[config.mk]
export PLATFORM = sky130hd
export DESIGN_NAME = key_conditioner
export DESIGN_NICKNAME = d
export VERILOG_FILES = /design/src/rtl/key_cond_pkg.sv /design/src/rtl/key_debounce_ch.sv /design/src/rtl/key_conditioner.sv
export SDC_FILE = /design/constraint.sdc
export NUM_CORES = 1
export LEC_CHECK = 0
export CAP_MARGIN = 40
export CORE_MARGIN = 3
export CORE_UTILIZATION = 54
export DETAILED_ROUTE_END_ITERATION = 16
export GPL_ROUTABILITY_DRIVEN = 0
export PLACE_DENSITY = 0.87
export SLEW_MARGIN = 20
export SYNTH_ARGS = -nofsm -noshare
export SYNTH_HDL_FRONTEND = slang
export SYNTH_SLANG_ARGS = --single-unit
[constraint.sdc]
create_clock -name clk -period 4.45 [get_ports clk]
set_input_delay 0.445 -clock clk [delete_from_list [all_inputs] [get_ports clk]]
set_output_delay 0.445 -clock clk [all_outputs]
set_load 0.01 [all_outputs]
[src/rtl/key_cond_pkg.sv]
// ---------------------------------------------------------------------------
// key_cond_pkg : shared defaults and width helpers for the key conditioner
// Revision     : 1.0
// ---------------------------------------------------------------------------
`default_nettype none

package key_cond_pkg;

  localparam int c_CHANNELS        = 8;
  localparam int c_SYNC_STAGES     = 2;
  localparam int c_DEBOUNCE_CYCLES = 4;

  // Debounce counter width, never narrower than one bit.
  function automatic int cnt_width(input int dc);
    return ($clog2(dc + 1) < 1) ? 1 : $clog2(dc + 1);
  endfunction

  function automatic int count_width(input int ch);
    return $clog2(ch + 1);
  endfunction

endpackage

`default_nettype wire

[src/rtl/key_debounce_ch.sv]
// ---------------------------------------------------------------------------
// key_debounce_ch : one key channel - synchroniser, debounce counter,
//                   registered level and press/release pulses
// Revision        : 1.0
// ---------------------------------------------------------------------------
`default_nettype none

module key_debounce_ch
  import key_cond_pkg::*;
#(
  parameter int SYNC_STAGES     = c_SYNC_STAGES,
  parameter int DEBOUNCE_CYCLES = c_DEBOUNCE_CYCLES
) (
  input  logic clk,
  input  logic reset,
  input  logic i_raw,
  input  logic i_sample_en,
  output logic o_level,
  output logic o_level_nxt,
  output logic o_press,
  output logic o_release
);

  localparam int            CW     = cnt_width(DEBOUNCE_CYCLES);
  localparam logic [CW-1:0] c_LAST = CW'(DEBOUNCE_CYCLES - 1);

  logic [SYNC_STAGES-1:0] r_sync;
  logic [CW-1:0]          r_cnt;
  logic                   r_level;
  logic                   r_press;
  logic                   r_release;

  logic                   w_sync_out;
  logic [CW-1:0]          w_cnt_nxt;
  logic                   w_level_nxt;
  logic                   w_press_nxt;
  logic                   w_release_nxt;

  assign w_sync_out = r_sync[SYNC_STAGES-1];

  always_comb begin
    w_cnt_nxt     = r_cnt;
    w_level_nxt   = r_level;
    w_press_nxt   = 1'b0;
    w_release_nxt = 1'b0;
    if (i_sample_en) begin
      if (w_sync_out == r_level) begin
        w_cnt_nxt = '0;
      end else if (r_cnt == c_LAST) begin
        // Commit: level, counter clear and pulse all land on the same edge.
        w_level_nxt   = w_sync_out;
        w_cnt_nxt     = '0;
        w_press_nxt   = w_sync_out;
        w_release_nxt = ~w_sync_out;
      end else begin
        w_cnt_nxt = r_cnt + 1'b1;
      end
    end
  end

  always_ff @(posedge clk) begin
    if (reset) begin
      r_sync    <= '0;
      r_cnt     <= '0;
      r_level   <= 1'b0;
      r_press   <= 1'b0;
      r_release <= 1'b0;
    end else begin
      r_sync    <= {r_sync[SYNC_STAGES-2:0], i_raw};
      r_cnt     <= w_cnt_nxt;
      r_level   <= w_level_nxt;
      r_press   <= w_press_nxt;
      r_release <= w_release_nxt;
    end
  end

  assign o_level     = r_level;
  assign o_level_nxt = w_level_nxt;
  assign o_press     = r_press;
  assign o_release   = r_release;

endmodule

`default_nettype wire

[src/rtl/key_conditioner.sv]
// ---------------------------------------------------------------------------
// key_conditioner : multi-channel piano key conditioner with held-key count
// Revision        : 1.0
// ---------------------------------------------------------------------------
`default_nettype none

module key_conditioner
  import key_cond_pkg::*;
#(
  parameter int CHANNELS        = c_CHANNELS,
  parameter int SYNC_STAGES     = c_SYNC_STAGES,
  parameter int DEBOUNCE_CYCLES = c_DEBOUNCE_CYCLES
) (
  input  logic                                 clk,
  input  logic                                 reset,
  input  logic [CHANNELS-1:0]                  raw_keys,
  input  logic                                 sample_en,
  output logic [CHANNELS-1:0]                  key_level,
  output logic [CHANNELS-1:0]                  key_press,
  output logic [CHANNELS-1:0]                  key_release,
  output logic [count_width(CHANNELS)-1:0]     active_count
);

  localparam int CNT_W = count_width(CHANNELS);

  logic [CHANNELS-1:0] w_level_nxt;
  logic [CNT_W-1:0]    w_pop;
  logic [CNT_W-1:0]    r_count;

  for (genvar g = 0; g < CHANNELS; g++) begin : g_ch
    key_debounce_ch #(
      .SYNC_STAGES     (SYNC_STAGES),
      .DEBOUNCE_CYCLES (DEBOUNCE_CYCLES)
    ) u_ch (
      .clk         (clk),
      .reset       (reset),
      .i_raw       (raw_keys[g]),
      .i_sample_en (sample_en),
      .o_level     (key_level[g]),
      .o_level_nxt (w_level_nxt[g]),
      .o_press     (key_press[g]),
      .o_release   (key_release[g])
    );
  end

  // Count the next-state levels so the count moves on the same edge as key_level.
  always_comb begin
    w_pop = '0;
    for (int i = 0; i < CHANNELS; i++) begin
      w_pop = w_pop + CNT_W'(w_level_nxt[i]);
    end
  end

  always_ff @(posedge clk) begin
    if (reset) begin
      r_count <= '0;
    end else begin
      r_count <= w_pop;
    end
  end

  assign active_count = r_count;

endmodule

`default_nettype wire

==> metrics, run 1 <==
Syn. warnings 0; Detailed Routing Iterations Pass 1 5; MaxCap Viol Count 0; antenna viol nets, final 0; commonest non-fill, non-tap cell in the layout dfxtp_1; clock root buffer clkbuf_8; I/O pin count 39; grt ovf 0; fillcell total about 370; status finished, final reports clean; worst setup margin 0.564 ns; vias in the first global route 1891; Setup Total Neg Slack 0 ns; Pwr Density between 300 and 400 nW/um^2; routed vias roughly 1900; Die ar. 6360 um^2; setup bufs post-CTS 0; Setup crit end kind register; cells after synthesis approximately 280; CP delay by family, top adder cells; post-cts sizing count 0; Worst Setup SP sample_en; die width roughly 80 um; largest net degree at the start of global routing a little over 60; DRT iter0 DRCs around 110; CP Buf/Inv Count 4; first-pass GRT wire length about 8400 um; P&R area growth vs syn 15.6%; NumNets Final ~320; leak pwr ~1.3 nW; CP cell instances clkdlybuf4s50_1, nand3b_1, mux2_4, fa_1, inv_1, fa_1, fa_1, inv_1, ha_1, inv_1, fa_1, xor2_1, nor2_1; CP Max Fanout 11; slowest CP cell clkdlybuf4s50_1; via/cell ratio approximately 5.1; Worst Hold Launch g_ch[4].u_ch.r_sync[0]$_SDFF_PP0_; CTS sink cnt 68; Tcrit/Tclk final 0.873; crit path DAT ~4 ns; VDD IR max 261 uV; sequential-to-total area share from yosys stat 0.464; Core Area 5170 um^2; f_max roughly 260 MHz; # diodes 0; Setup Skew 0.00920 ns; later-pin clock latency in the skew report between 0.3 and 0.4 ns; Final Hold Vio Count 0; Crit path required time between 4 and 5 ns; HP Class reg2reg; WL/cell 13.3 um; HPWL Detailed 3330 um; syn_area_per_cell approximately 10 um^2; hold-fix buffers at CTS 0; final WL about 5000 um; Max stage delay on crit path approximately 0.70 ns; Max Transition Viols Final 0; Period minus WS final just under 4 ns; Final Cell Area between 3000 and 4000 um^2; Final Setup Violations 0; slew margin rel. 0.496; cell area after synthesis 2940 um^2; #FFs+latches synth between 60 and 70; Slew @ Worst Pin 0.756 ns; DRC errors left 0; CP startpoint kind primary input; GRT Total Usage 0.174; critical setup path kind in2reg; clock slew at reported path FFs 0.07 ns; Die Ht ~80 um; CTS Buf Count 9; input/output buffers 38; unique cell type count in the Yosys netlist 31; reg2reg start g_ch[0].u_ch.r_cnt[0]$_SDFFE_PP0P_; commonest cells after routing, fill and taps aside dfxtp_1 (68), clkdlybuf4s50_1 (37), nand2b_1 (29); # rows 26; Clock Path Buffers 2; initial antenna violation count 0; post-synth net total 309; dpl cell area approximately 3200 um^2; dpl ws around 0.23 ns; most used cell, CP fa_1; Pwr Total about 0.0012 W; RSZ-0062 raised after global routing no; starting density of the core 0.568; H-tree depth 3; CTS tree done; share of cells above drive strength 1 0.0858
[state kept, by name (all words and copies together) (netlist names)]
register	count
g_ch.u_ch.r_cnt	24
g_ch.u_ch.r_sync	16
g_ch.u_ch.o_level	8
g_ch.u_ch.o_press	8
g_ch.u_ch.o_release	8
active_count	4
[worst register-to-register path, stage by stage (launching register included)]
cell,delay (ns)
dfxtp_1,0.33
ha_1,0.22
nand3b_1,0.11
mux2_4,0.33
fa_1,0.53
inv_1,0.05
fa_1,0.53
fa_1,0.49
inv_1,0.07
ha_1,0.16
inv_1,0.06
fa_1,0.38
xor2_1,0.14
nor2_1,0.05
[layout make-up]
cell class              count  area [um^2]  area share
multi-input cells         162         1250       0.369
inverters                  16         60.1      0.0177
well taps                  70         87.6      0.0258
repair buffers             41          398       0.117
flip-flops and latches     68         1360       0.401
clock buffers              12          165      0.0487
clock inverters             4         70.1      0.0206
[layer usage]
metal	track usage	wire length, um	vias to the layer above
li1	-	-	962
met2	0.300	2560	40
met4	0.101	112	0
met1	0.189	2120	900
met3	0.0497	177	11
met5	0	0	-
[final timing paths]
kind	endpoint	slack (ns)	cells after the start
worst max-delay path	active_count[2]$_SDFF_PP0_	0.56	13
worst min-delay path	g_ch[4].u_ch.r_sync[1]$_SDFF_PP0_	0.44	1
worst max register to register	active_count[2]$_SDFF_PP0_	0.87	13
worst min register to register	g_ch[4].u_ch.r_sync[1]$_SDFF_PP0_	0.44	1
[where the power goes]
part	switching, W	internal, W	leakage, nW
logic	0.0000236	0.0000203	0.635
clock network	0.000222	0.000360	0.122
registers	0.00000590	0.000617	0.551
total	0.000252	0.000997	1.31
[synth_stat cells]
| cell | number | share of area |
|---|---|---|
| a21oi_1 | 15 | 0.026 |
| and3b_1 | 2 | 0.0060 |
| buf_1 | 1 | 0.0013 |
| buf_2 | 6 | 0.010 |
| buf_4 | 25 | 0.064 |
| buf_6 | 3 | 0.012 |
| clkbuf_1 | 2 | 0.0026 |
| dfxtp_1 | 68 | 0.46 |
| fa_1 | 4 | 0.027 |
| ha_1 | 11 | 0.047 |
| inv_1 | 16 | 0.020 |
| mux2_4 | 4 | 0.020 |
| mux2i_1 | 4 | 0.014 |
| nand2b_1 | 29 | 0.062 |
| nand3_1 | 6 | 0.010 |
| nand3b_1 | 10 | 0.026 |
| nand4_1 | 4 | 0.0085 |
| nand4b_1 | 2 | 0.0060 |
| nor2_1 | 6 | 0.0077 |
| nor2b_1 | 21 | 0.045 |
| nor3b_1 | 1 | 0.0026 |
| nor4_1 | 8 | 0.017 |
| nor4b_1 | 6 | 0.018 |
| nor4b_2 | 2 | 0.010 |
| o21ai_0 | 2 | 0.0034 |
| o31ai_1 | 6 | 0.015 |
| o32ai_1 | 2 | 0.0060 |
| or2b_1 | 2 | 0.0051 |
| or3b_1 | 6 | 0.018 |
| xnor2_1 | 2 | 0.0060 |
| xor2_1 | 7 | 0.021 |
[cells by family (layout without fill, tap and decap cells)]
logic type / count (synthesis) / in the layout / synth area share
multiplexers: 8 / 8 / 0.0341
adder cells (fa/ha/maj): 15 / 15 / 0.0741
flip-flops: 68 / 68 / 0.464
XOR/XNOR: 9 / 9 / 0.0268
AND/OR/NAND/NOR: 105 / 105 / 0.241
AO/OA/AOI/OAI: 25 / 25 / 0.0503
buffers and inverters: 53 / 73 / 0.110
[per-stage QoR]
stage / std cells / hold WS (ns) / util
after global routing: 373 / 0.452 / 0.656
after global placement: 357 / 0.418 / 0.611
after detailed placement: 357 / 0.420 / 0.611
after CTS: 373 / 0.437 / 0.656
after floorplan: 283 / 0.414 / -
final: 373 / 0.435 / 0.656
Power figures use the tool's default switching activity.
==> run 2: changes to the inputs <==
--- a/config.mk
+++ b/config.mk
@@ -5,8 +5,8 @@
 export SDC_FILE = /design/constraint.sdc
 export NUM_CORES = 1
 export LEC_CHECK = 0
-export CAP_MARGIN = 40
-export CORE_MARGIN = 3
+export CAP_MARGIN = 20
+export CORE_MARGIN = 4
 export CORE_UTILIZATION = 54
 export DETAILED_ROUTE_END_ITERATION = 16
 export GPL_ROUTABILITY_DRIVEN = 0
==> run 2 against run 1 <==
Net effect: global-route usage shrank 0.38 points; maximum frequency grew 0.59%; via count shrank 0.63%; critical path depth is the same; sequential share of layout area grew 0.80 points; critical path type unchanged.
==> metrics, run 2 (synthesis gave the netlist of run 1 again) <==
worst reg2reg setup slack roughly 0.84 ns; Crit path required time around 4.7 ns; Die Ht just over 80 um; routed wl met2 roughly 2400 um; HP Class reg2reg; Core Area roughly 5200 um^2; slew margin rel. 0.492; # diodes 0; Final Hold Vio Count 0; worst setup margin about 0.6 ns; critical setup path kind in2reg; Slew @ Worst Pin about 0.76 ns; met1 WL 2090 um; leak pwr roughly 1.3 nW; status finished, final reports clean; VDD IR max between 200 and 250 uV; CP Max Fanout 9; most used cell, CP fa_1; Die ar. around 6700 um^2; starting density of the core 0.564; clock slew at reported path FFs roughly 0.070 ns; Setup Total Neg Slack 0 ns; Period minus WS final about 3.9 ns; commonest cells after routing, fill and taps aside dfxtp_1 (68), clkdlybuf4s50_1 (37), nand2b_1 (29); vias in the first global route roughly 1900; CTS tree done; CP cell instances clkdlybuf4s50_1, nand3b_1, mux2_4, fa_1, inv_1, fa_1, fa_1, inv_1, ha_1, inv_1, fa_1, xor2_1, nor2_1; fillcell total approximately 410; worst hold path endpoint g_ch[2].u_ch.r_sync[1]$_SDFF_PP0_; DRT iter0 DRCs between 100 and 150; final WL just under 5000 um; Clock Path Buffers 2; largest net degree at the start of global routing 62; initial antenna violation count 0; worst hold stages 1; Max Transition Viols Final 0; GRT Total Usage 0.170; post-cts sizing count 0; commonest non-fill, non-tap cell in the layout dfxtp_1; reg2reg start g_ch[0].u_ch.r_cnt[0]$_SDFFE_PP0P_; WL met3 between 200 and 250 um; Setup Skew approximately 0.0047 ns; P&R area growth vs syn 13.3%; die width 81.7 um; CTS sink cnt 68; max reg flops 24; input/output buffers 38; R2R Path End active_count[2]$_SDFF_PP0_; WL/cell 13.2 um; RSZ-0062 raised after global routing no; H-tree depth 3; Final Setup Violations 0; # rows 26; worst-case reg-to-reg path depth 13; MaxCap Viol Count 0; Max stage delay on crit path approximately 0.65 ns; CP startpoint kind primary input; clock root buffer clkbuf_8; Pwr Density roughly 330 nW/um^2; hold-fix buffers at CTS 0; I/O pin count 39; slowest CP cell clkdlybuf4s50_1; later-pin clock latency in the skew report between 0.3 and 0.4 ns; DRC errors left 0; Top Metal Used met4; grt ovf 0; CP delay by family, top adder cells; routed vias roughly 1900; share of cells above drive strength 1 0.0762; NumNets Final around 320; antenna viol nets, final 0; dpl ws between 0.2 and 0.25 ns; setup bufs post-CTS 0; CTS Buf Count 9; first-pass GRT wire length about 8600 um; HPWL Detailed about 3400 um; Detailed Routing Iterations Pass 1 4; via/cell ratio a little over 5; Biggest register g_ch.u_ch.r_cnt; Setup crit end kind register; Worst Hold Launch g_ch[2].u_ch.r_sync[0]$_SDFF_PP0_; f_max 259 MHz; biggest regs g_ch.u_ch.r_cnt x24, g_ch.u_ch.r_sync x16; Tcrit/Tclk final 0.868; CP Buf/Inv Count 4; crit path DAT between 4 and 5 ns
==> run 2: layout make-up <==
| type | count | area (um^2) | share of cell area |
|---|---|---|---|
| sequential | 68 | 1360 | 0.409 |
| multi-input combinational | 162 | 1250 | 0.376 |
| timing repair buffer | 41 | 398 | 0.120 |
| clock buffer | 13 | 159 | 0.0477 |
| tap | 70 | 87.6 | 0.0263 |
| inverter | 16 | 60.1 | 0.0180 |
| clock inverter | 2 | 10.0 | 0.00301 |
==> run 2: per-layer routing <==
layer | GRT usage | vias up
met2 | 0.279 | 37
li1 | - | 959
met4 | 0.0947 | 0
met1 | 0.196 | 887
met5 | 0 | -
met3 | 0.0515 | 18
==> run 2: worst register-to-register path, stage by stage, from the launching register on <==
cell	delay, ns
dfxtp_1	0.32
ha_1	0.22
nand3b_1	0.11
mux2_4	0.32
fa_1	0.54
inv_1	0.06
fa_1	0.52
fa_1	0.51
inv_1	0.08
ha_1	0.17
inv_1	0.05
fa_1	0.38
xor2_1	0.14
nor2_1	0.05
==> run 2: where the power goes <==
part	switching (W)	internal [W]	total, W
Combinational	0.0000233	0.0000202	0.0000435
Sequential	0.00000561	0.000617	0.000623
Clock	0.000210	0.000228	0.000439
Total	0.000239	0.000866	0.00110
==> run 2: worst max path at each step <==
stage                     startpoint                         end  slack [ns]  cells past startpoint
final                      sample_en  active_count[2]$_SDFF_PP0_        0.59                     13
after global routing       sample_en  active_count[2]$_SDFF_PP0_        0.46                     13
after CTS                  sample_en  active_count[2]$_SDFF_PP0_        0.58                     13
after detailed placement   sample_en  active_count[2]$_SDFF_PP0_        0.24                     13
after global placement     sample_en  active_count[2]$_SDFF_PP0_        0.41                     13
after floorplan            sample_en  active_count[2]$_SDFF_PP0_        1.04                     13
==> run 2: stage by stage <==
step | std cells | instance area, um^2 | util | power [W] | hold WS, ns
floorplan | 283 | 2940 | - | 0.000667 | 0.414
global placement | 357 | 3160 | 0.607 | 0.000678 | 0.418
detailed placement | 357 | 3160 | 0.607 | 0.000680 | 0.424
CTS | 372 | 3330 | 0.639 | 0.00112 | 0.439
global route | 372 | 3330 | 0.639 | 0.00115 | 0.459
finish | 372 | 3330 | 0.639 | 0.00110 | 0.434
